--- config.mk ---
export PLATFORM = sky130hd
export DESIGN_NAME = fetch_unit
export DESIGN_NICKNAME = d
export VERILOG_FILES = /design/src/rtl/fetch_unit_pkg.sv /design/src/rtl/fetch_fifo.sv /design/src/rtl/fetch_unit.sv
export SDC_FILE = /design/constraint.sdc
export NUM_CORES = 1
export LEC_CHECK = 0
export CAP_MARGIN = 10
export CORE_MARGIN = 2
export CORE_UTILIZATION = 25
export DETAILED_ROUTE_END_ITERATION = 16
export PLACE_DENSITY = 0.55
export SYNTH_ARGS = -nofsm -noshare
export SYNTH_HDL_FRONTEND = slang
export SYNTH_SLANG_ARGS = --single-unit
--- constraint.sdc ---
create_clock -name clk -period 8.32 [get_ports clk]
set_clock_uncertainty 0.2 [all_clocks]
set_input_delay 0.832 -clock clk [delete_from_list [all_inputs] [get_ports clk]]
set_output_delay 0.832 -clock clk [all_outputs]
set_load 0.02 [all_outputs]
--- src/rtl/fetch_unit_pkg.sv ---
// Shared fetch-stage constants and types.
// Holds the reset PC, the sequential PC increment, the opcode field position
// (also used by decode) and the layout of one buffered instruction.
package fetch_unit_pkg;

   localparam int unsigned FETCH_AWIDTH = 32;
   localparam int unsigned FETCH_DWIDTH = 32;

   localparam logic [FETCH_AWIDTH-1:0] FETCH_BASEADDR = 32'h0100_0000;
   localparam logic [FETCH_AWIDTH-1:0] PC_INC         = 32'd4;

   // Opcode field of an instruction word: insn[6:0].
   localparam int unsigned OPCODE_MSB = 6;
   localparam int unsigned OPCODE_LSB = 0;
   localparam int unsigned OPCODE_W   = OPCODE_MSB - OPCODE_LSB + 1;

   // One buffered instruction together with the PC it was fetched from.
   typedef struct packed {
      logic [FETCH_AWIDTH-1:0] pc;
      logic [FETCH_DWIDTH-1:0] insn;
   } fetch_entry_t;

endpackage

--- src/rtl/fetch_fifo.sv ---
// Small registered instruction buffer for the fetch stage.
// Push/pop may happen in the same cycle; flush wins over push.
// DEPTH must be a power of two so the pointers wrap naturally.
module fetch_fifo
   import fetch_unit_pkg::*;
#(
   parameter int unsigned DEPTH   = 2,
   parameter type         entry_t = fetch_entry_t,
   localparam int unsigned CW     = $clog2(DEPTH + 1)
) (
   input  logic          clk,
   input  logic          reset,
   input  logic          push_i,
   input  entry_t        push_data_i,
   input  logic          pop_i,
   input  logic          flush_i,
   output entry_t        head_o,
   output logic [CW-1:0] count_o
);

   localparam int unsigned PW = $clog2(DEPTH);

   entry_t          entries_q [DEPTH];
   logic [PW-1:0]   wr_ptr_q;
   logic [PW-1:0]   rd_ptr_q;
   logic [CW-1:0]   count_q;

   // Storage, pointers and occupancy update.
   always_ff @(posedge clk) begin
      if (reset) begin
         // NOTE: the entries are cleared too, because the head entry drives
         // decode directly and must read as zero straight out of reset.
         for (int i = 0; i < DEPTH; i++) begin
            entries_q[i] <= '0;
         end
         wr_ptr_q <= '0;
         rd_ptr_q <= '0;
         count_q  <= '0;
      end else if (flush_i) begin
         wr_ptr_q <= '0;
         rd_ptr_q <= '0;
         count_q  <= '0;
      end else begin
         // NOTE: non-blocking assignments here so every register samples the
         // pre-edge values; blocking would make pointer/count order-dependent.
         if (push_i) begin
            entries_q[wr_ptr_q] <= push_data_i;
            wr_ptr_q            <= wr_ptr_q + 1'b1;
         end
         if (pop_i) begin
            rd_ptr_q <= rd_ptr_q + 1'b1;
         end
         case ({push_i, pop_i})
            2'b10:   count_q <= count_q + 1'b1;
            2'b01:   count_q <= count_q - 1'b1;
            default: count_q <= count_q;
         endcase
      end
   end

   assign head_o  = entries_q[rd_ptr_q];
   assign count_o = count_q;

endmodule

--- src/rtl/fetch_unit.sv ---
// Instruction fetch stage: owns the PC, issues in-order word requests,
// buffers returned instructions and presents them to decode.
// Redirects flush the buffer and discard responses still in flight.
// Optional build macro FETCH_MISALIGN_TRAP_EN: adds misalign_o; a redirect to
// a non-word-aligned target then halts fetch until an aligned redirect.
module fetch_unit
   import fetch_unit_pkg::*;
#(
   parameter int unsigned          AWIDTH   = FETCH_AWIDTH,
   parameter int unsigned          DWIDTH   = FETCH_DWIDTH,
   parameter logic [AWIDTH-1:0]    BASEADDR = FETCH_BASEADDR,
   parameter int unsigned          DEPTH    = 2
) (
   input  logic                clk,
   input  logic                reset,
   input  logic                redirect_valid_i,
   input  logic [AWIDTH-1:0]   redirect_pc_i,
   output logic                imem_req_valid_o,
   input  logic                imem_req_ready_i,
   output logic [AWIDTH-1:0]   imem_req_addr_o,
   input  logic                imem_rsp_valid_i,
   input  logic [DWIDTH-1:0]   imem_rsp_data_i,
   output logic                dec_valid_o,
   input  logic                dec_ready_i,
   output logic [AWIDTH-1:0]   dec_pc_o,
   output logic [DWIDTH-1:0]   dec_insn_o,
`ifdef FETCH_MISALIGN_TRAP_EN
   output logic [OPCODE_W-1:0] dec_opcode_o,
   output logic                misalign_o
`else
   output logic [OPCODE_W-1:0] dec_opcode_o
`endif
);

   localparam int unsigned CW = $clog2(DEPTH + 1);

   // Same layout as fetch_entry_t, sized by this instance's widths.
   typedef struct packed {
      logic [AWIDTH-1:0] pc;
      logic [DWIDTH-1:0] insn;
   } entry_t;

   logic [AWIDTH-1:0] pc_q, pc_d;
   logic [AWIDTH-1:0] rsp_pc_q, rsp_pc_d;
   logic [CW-1:0]     outstanding_q, outstanding_d;
   logic [CW-1:0]     drop_cnt_q, drop_cnt_d;

   logic [CW-1:0]     fifo_count;
   entry_t            head;
   entry_t            push_entry;
   logic [CW:0]       credit_used;
   logic              fetch_halt;
   logic              req_fire;
   logic              rsp_push;
   logic              dec_pop;
   logic [AWIDTH-1:0] redir_pc;
   logic [AWIDTH-1:0] pc_inc;

   assign pc_inc   = AWIDTH'(PC_INC);
   // Masking keeps all target bits in use; the low two are always cleared.
   assign redir_pc = redirect_pc_i & ~AWIDTH'(3);

`ifdef FETCH_MISALIGN_TRAP_EN
   logic misalign_q, misalign_d;
   assign fetch_halt = misalign_q;
   assign misalign_o = misalign_q;
`else
   assign fetch_halt = 1'b0;
`endif

   // Credit: requests in flight plus buffered entries never exceed DEPTH,
   // so a returning response always finds room in the buffer.
   assign credit_used      = {1'b0, outstanding_q} + {1'b0, fifo_count};
   assign imem_req_valid_o = !reset && !redirect_valid_i && !fetch_halt &&
                             (credit_used < (CW+1)'(DEPTH));
   assign imem_req_addr_o  = pc_q;
   assign req_fire         = imem_req_valid_o && imem_req_ready_i;

   assign rsp_push   = imem_rsp_valid_i && (drop_cnt_q == '0) && !redirect_valid_i;
   assign push_entry = '{pc: rsp_pc_q, insn: imem_rsp_data_i};

   assign dec_valid_o  = (fifo_count != '0) && !redirect_valid_i;
   assign dec_pop      = dec_valid_o && dec_ready_i;
   assign dec_pc_o     = head.pc;
   assign dec_insn_o   = head.insn;
   assign dec_opcode_o = head.insn[OPCODE_MSB:OPCODE_LSB];

   fetch_fifo #(
      .DEPTH   (DEPTH),
      .entry_t (entry_t)
   ) u_fifo (
      .clk         (clk),
      .reset       (reset),
      .push_i      (rsp_push),
      .push_data_i (push_entry),
      .pop_i       (dec_pop),
      .flush_i     (redirect_valid_i),
      .head_o      (head),
      .count_o     (fifo_count)
   );

   // Next-state for PCs and in-flight accounting; redirect has priority.
   always_comb begin
      // NOTE: every _d gets a default first so no path leaves it unassigned
      // (which would infer a latch).
      pc_d          = pc_q;
      rsp_pc_d      = rsp_pc_q;
      outstanding_d = outstanding_q + CW'(req_fire) - CW'(imem_rsp_valid_i);
      drop_cnt_d    = drop_cnt_q;
`ifdef FETCH_MISALIGN_TRAP_EN
      misalign_d    = misalign_q;
`endif
      if (redirect_valid_i) begin
         pc_d       = redir_pc;
         rsp_pc_d   = redir_pc;
         // Every request still in flight becomes stale. Already-stale ones are
         // part of outstanding_q, so this equals drop_cnt plus the live ones,
         // less a response returning in this very cycle.
         drop_cnt_d = outstanding_q - CW'(imem_rsp_valid_i);
`ifdef FETCH_MISALIGN_TRAP_EN
         misalign_d = (redirect_pc_i[1:0] != 2'b00);
`endif
      end else begin
         if (req_fire) begin
            pc_d = pc_q + pc_inc;
         end
         if (rsp_push) begin
            rsp_pc_d = rsp_pc_q + pc_inc;
         end
         if (imem_rsp_valid_i && (drop_cnt_q != '0)) begin
            drop_cnt_d = drop_cnt_q - 1'b1;
         end
      end
   end

   // State registers with synchronous reset.
   always_ff @(posedge clk) begin
      if (reset) begin
         pc_q          <= BASEADDR;
         rsp_pc_q      <= BASEADDR;
         outstanding_q <= '0;
         drop_cnt_q    <= '0;
`ifdef FETCH_MISALIGN_TRAP_EN
         misalign_q    <= 1'b0;
`endif
      end else begin
         pc_q          <= pc_d;
         rsp_pc_q      <= rsp_pc_d;
         outstanding_q <= outstanding_d;
         drop_cnt_q    <= drop_cnt_d;
`ifdef FETCH_MISALIGN_TRAP_EN
         misalign_q    <= misalign_d;
`endif
      end
   end

   a_credit : assert property (@(posedge clk) disable iff (reset)
      credit_used <= (CW+1)'(DEPTH));
   a_drop : assert property (@(posedge clk) disable iff (reset)
      drop_cnt_q <= outstanding_q);
   a_rsp_expected : assert property (@(posedge clk) disable iff (reset)
      imem_rsp_valid_i |-> (outstanding_q != '0));
   a_dec_hold : assert property (@(posedge clk) disable iff (reset)
      (dec_valid_o && !dec_ready_i) |=> ($stable(dec_pc_o) && $stable(dec_insn_o)));

endmodule

# After elaboration in Yosys (flattened, before gate mapping)
# Memories as Yosys holds them, arrays and structs flattened. A register that Yosys moved wholly into a read port is not among the register bits.
# Index checks and enable logic that the tools add are counted.
# classes
add_sub_neg	11
order_cmp	1
n_eq_ne	2
muxes	18
n_reduce_logical	19
# ops
op	count
32-bit 2-to-1 mux	4
32-bit by 3-bit adder with 32-bit output, second input constant	2
64-bit 2-to-1 mux	1
64-bit OR reduction	1
2-bit nonzero test	6
1-bit 2-to-1 mux	10
1-bit logical AND	8
2-bit 2-to-1 mux	2
2-bit one-hot mux with 2 select lines	1
2-bit by 1-bit subtractor with 2-bit output	2
2-bit by 1-bit subtractor with 2-bit output, second input constant	2
2-bit by 2-bit adder with 3-bit output	1
3-bit by 2-bit < comparator with 1-bit output, second input constant	1
1-bit adder, second input constant	2
2-bit by 1-bit adder with 2-bit output	1
2-bit by 1-bit adder with 2-bit output, second input constant	1
2-bit by 1-bit == test with 1-bit output, second input constant	1
2-bit == test, second input constant	1
1-bit logical NOT	2
2-bit logical NOT	1
2-bit OR reduction	1
# totals
ff_bits	72
ramBits	128
input_bits	70
out_inout_bits	105
word_cells	61
memories	1
# memory_table
name	words	word_bits	rd	rd_clocked_by_memory_dff	write_ports	line_no	text
u_fifo.entries_q	2	64	1	1	2	fetch_fifo.sv:23	entry_t entries_q [DEPTH];

# Depth between registers and ports, before layout
# depth
ltp_word	9
ltp_mapped	11
mapped_depth_nobuf	10

# By module
# Synthesis repeated with hierarchy kept, for this count alone.
# unflattened
cells_unflattened	881
hier_area_um2	9888.2
# modules_own_cells
mod	n_inst	cells_per_inst	area_each_um2
fetch_fifo	1	379	5870.6
fetch_unit	1	502	4017.6

# Least setup slack after synthesis
# Ideal clock, no wire load.
# synth_timing
path_type	input port to flip-flop
start	input redirect_valid_i
end	memory u_fifo.entries_q[0][0] (netlist bit) (enable)
setup_ps	495
arrival_ps	4109
t_required_ps	7625
path_slack_ps	3516
path_stages	4
path_buffers	1
cell_sequence	clkbuf_1 -> inv_1 -> nand3_1 -> o21bai_1
# synth_lines
item	line_no	text
from (decl)	fetch_unit.sv:16	input logic redirect_valid_i,
to (decl)	fetch_fifo.sv:23	

# Worst setup path in the final report
# layout_timing
start	register u_fifo.count_q[0], in the netlist u_fifo.count_o[0]
end	output imem_req_valid_o
# layout_between
elab_chain_cells	3
# layout_lines
item	line_no	text
from (decl)	fetch_fifo.sv:26	logic [CW-1:0] count_q;
from (signal assigned)	fetch_fifo.sv:54	2'b10: count_q <= count_q + 1'b1;
from (signal assigned)	fetch_fifo.sv:55	2'b01: count_q <= count_q - 1'b1;
from (signal assigned)	fetch_fifo.sv:56	default: count_q <= count_q;
2-bit by 2-bit adder with 3-bit output	fetch_unit.sv:73	assign credit_used = {1'b0, outstanding_q} + {1'b0, fifo_count};
3-bit by 2-bit < comparator with 1-bit output	fetch_unit.sv:75	(credit_used < (CW+1)'(DEPTH));
1-bit logical AND	fetch_unit.sv:74	assign imem_req_valid_o = !reset && !redirect_valid_i && !fetch_halt &&
to (decl)	fetch_unit.sv:18	output logic imem_req_valid_o,
# Every way passes these cells.

==> reports/metrics.csv <==
stage;metric;value;unit
synth;Seq cells post-synth;193;
synth;Synthesis Warnings;0;
grt;initial antenna violation count;0;
cts;H-tree depth;4;
setup_path;reg2reg path depth;6;
sta;max frequency;0.2409;GHz
synth;Synth async-reset ratio;0;
sta;endpoints failing hold;0;
power;Psw;588.8;µW
drt;via count;6825;
synth;xor and xnor area share after synthesis;0.02232;
cts;clk buf depth;2;
drt;detail-routed net length per standard cell;16.86;µm
run_status;status;complete, no violations;
synth;Avg Cell Area, Syn;11.19;µm²
sta;Slew headroom;0.2223;
power;clock network power share;0.368;
setup_path;sequence of cells on the critical path;and2_1 -> fa_1 -> nor4_2 -> clkdlybuf4s50_1;
floorplanning;Die Y-Extent;198.1;µm
sta;RSZ-0062 raised after global routing;false;
setup_path;Crit Path Category;flip-flop to output pin;
synth;Netlist cell types;52;
setup_path;CP max stage cell;nor4_2;
cells_and_area;share of post-route cells with drive strength above 1;0.1207;
sta;Max Slew Vio Count;0;
synth;post-synth top area share;0.3953;
grt;gr usage total;0.1289;
drt;drt drc;0;
drt;Total Wirelength;25.24;mm
power;Sw Ratio;0.2599;
cts;CTS tree;done;
power;maximum vdd drop;0.1203;mV
synth;top_reg_cell synth;edfxtp_1;
power;Int Power;1677;µW
grt;vias in the first global route;6692;
setup_path;Startpoint Class;flip-flop;
floorplanning;row count;71;
cells_and_area;Area Overhead vs Synth;28.84;%
power;logic gate share of total power;0.135;
sta;Setup WS post-layout;4.168;ns
cts;post-CTS sizing;0;
cts;clock-pin slew on the worst setup and hold paths;0.07;ns
synth;number of flops mapped to enable cells by yosys;124;
drt;number of vias per cell;4.559;
synth;post-synthesis cell area;9419;µm²
cells_and_area;n_diodes;0;
sta;Setup TNS;0;ns
cells_and_area;commonest non-fill, non-tap cell in the layout;clkdlybuf4s50_1;
synth;largest cells by area after synthesis;edfxtp_1 (40%), dfxtp_1 (15%), and2_1 (8.3%);
power;PwrDens;186.7;nW/µm²
placement;Detailed Place HPWL;16.81;mm
floorplanning;DIE WIDTH;198.1;µm
synth;Synth area leader;edfxtp_1;
drt;TritonRoute pass-1 iters;4;
sta;Final Cycle Share;0.4990;
power;part of the power in registers;0.496;
cts;# Post-CTS Setup Buffers;0;
drt;Post-DRT Antenna Nets;0;
synth;Cells after Synth;842;
floorplanning;IO Pins;175;
floorplanning;Die Area;39250;µm²
cts;Worst-Skew Late Latency;0.44;ns
synth;Post-Synth Simple-Gate Area;0.2027;
setup_path;crit path max fanout;11;
cts;CTS Sinks;193;
floorplanning;Starting Density;0.2518;
setup_path;Arrival @ worst endpoint;3.12;ns
cts;Root Driver;clkbuf_16;
floorplanning;core outline area;37400;µm²
synth;Seq/Total Area, Yosys;0.5420;
grt;largest net degree at the start of global routing;74;
setup_path;worst path required time;7.29;ns
setup_path;slowest cell delay on critical path;0.87;ns
placement;Final Wtd Congestion;0.8046;
cts;TritonCTS buffer count;17;
hold_path;hold path depth;2;
synth;Compound-Gate Fraction of Synth Area;0.09923;
sta;Min Clock Period, post-route;4.152;ns
hold_path;Hold WC Path Type;flip-flop to flip-flop;
placement;IO Port Bufs;168;
setup_path;CP endpoint kind;output pin;
grt;GRT overflow;0;
cts;Hold-fix buffers, CTS;0;
sta;measured slew at the worst slew-check pin;1.167;ns
cells_and_area;Nets;1051;
placement;pre-CTS worst setup slack;4.149;ns
sta;# setup viols final;0;
synth;main combinational cell family by area after synthesis;simple AND/OR/NAND/NOR gates;
cells_and_area;most frequent cells in the layout;clkdlybuf4s50_1 (167), and2_1 (125), edfxtp_1 (124);
power;leakage;0.004292;µW
synth;post-synthesis mux area share;0.07744;
synth;Adder-Cell Fraction of Synth Area;0.01142;
drt;Initial DRC Count;347;
grt;first-pass GRT wire length;38.35;mm
flow_run;max-cap viol count;0;
synth_stat cells (2+ instances only):
master / n
buf_2: 5
nor4_1: 26
dfxtp_1: 69
a211oi_1: 9
nor3b_1: 2
a211o_1: 2
nand3_1: 22
mux2i_1: 2
or4_1: 6
a31oi_1: 7
a21bo_2: 2
and3_1: 14
buf_1: 3
edfxtp_1: 124
nor2b_1: 5
or2_2: 3
buf_4: 11
xnor2_1: 7
nand4_1: 26
o21bai_1: 9
a311o_1: 3
a311oi_1: 4
o31a_1: 27
mux2_2: 63
and2_1: 125
o21a_1: 7
nor3_1: 20
inv_1: 33
clkbuf_1: 47
or3_1: 8
xor2_1: 17
o31a_2: 2
a21oi_1: 28
a21boi_0: 13
ha_1: 7
nor2_1: 17
o31ai_1: 4
and4_1: 13
nand2_1: 29
o21ai_0: 8
and2_2: 2
kinds of logic (layout without fill, tap and decap cells):
logic type,count (synthesis),count (layout)
AND/OR/NAND/NOR,323,323
flip-flops,193,193
AO/OA/AOI/OAI,129,129
buffers and inverters,99,240
multiplexers,65,65
XOR/XNOR,24,24
adder cells (fa/ha/maj),8,8
other,1,4
power by group through the flow:
| stage | combinational (µW) | clock [µW] | sequential [µW] |
|---|---|---|---|
| after floorplan | 163 | 0 | 1140 |
| after global placement | 309 | 0 | 1140 |
| after detailed placement | 310 | 0 | 1150 |
| after CTS | 313 | 862 | 1120 |
| after global routing | 333 | 898 | 1130 |
| final | 307 | 835 | 1120 |
layer usage:
metal / track usage / up-vias / part of all wire
li1: - / 3343 / -
met1: 0.1717 / 3294 / 0.48
met2: 0.2096 / 179 / 0.46
met3: 0.03185 / 9 / 0.053
met4: 0.03063 / 0 / 0.0070
met5: 0 / - / 0
layout make-up:
class | instances | area, µm²
clock buffer | 23 | 520.5
clock inverter | 9 | 80.08
fill | 3792 | 25260
inverter | 33 | 123.9
multi-input combinational | 553 | 3934
sequential | 193 | 5109
tap | 511 | 639.4
timing repair buffer | 175 | 1729
critical path: cells and delay by family, from the launching register on:
family / cells / cell delay (ns)
buffers and inverters: 1 / 0.78
and+or+nand+nor: 2 / 1.04
DFF: 1 / 0.42
adders and majority gates: 1 / 0.45
per-stage QoR:
step	util	power, µW	cell area, µm²	hold WS (ns)	std cells
2_1_floorplan	-	1304	9430	0.2811	845
3_3_place_gp	0.3084	1452	11530	0.2959	1465
3_5_place_dp	0.3084	1456	11530	0.3026	1465
4_1_cts	0.3245	2299	12140	0.3234	1497
5_1_grt	0.3245	2363	12140	0.3887	1497
6_report	0.3245	2266	12140	0.3154	1497
path summary, 6_finish.rpt:
check / slack (ns) / endpoint / startpoint
setup reg to reg: 4.57 / imem_req_addr_o[14] / u_fifo.count_o[0]
setup / recovery: 4.17 / imem_req_valid_o / u_fifo.count_o[0]
hold / removal: 0.32 / flip-flop / u_fifo.rd_ptr_q
hold reg to reg: 0.32 / flip-flop / u_fifo.rd_ptr_q
sequential cells by signal (all words and copies together) (netlist names), named ones only:
signal,cells
u_fifo.entries_q,124
imem_req_addr_o,30
rsp_pc_q,30
drop_cnt_q,2
outstanding_q,2
u_fifo.count_o,2
u_fifo.rd_ptr_q,1
u_fifo.wr_ptr_q,1
Note: power is estimated with default switching activity, not from simulation.
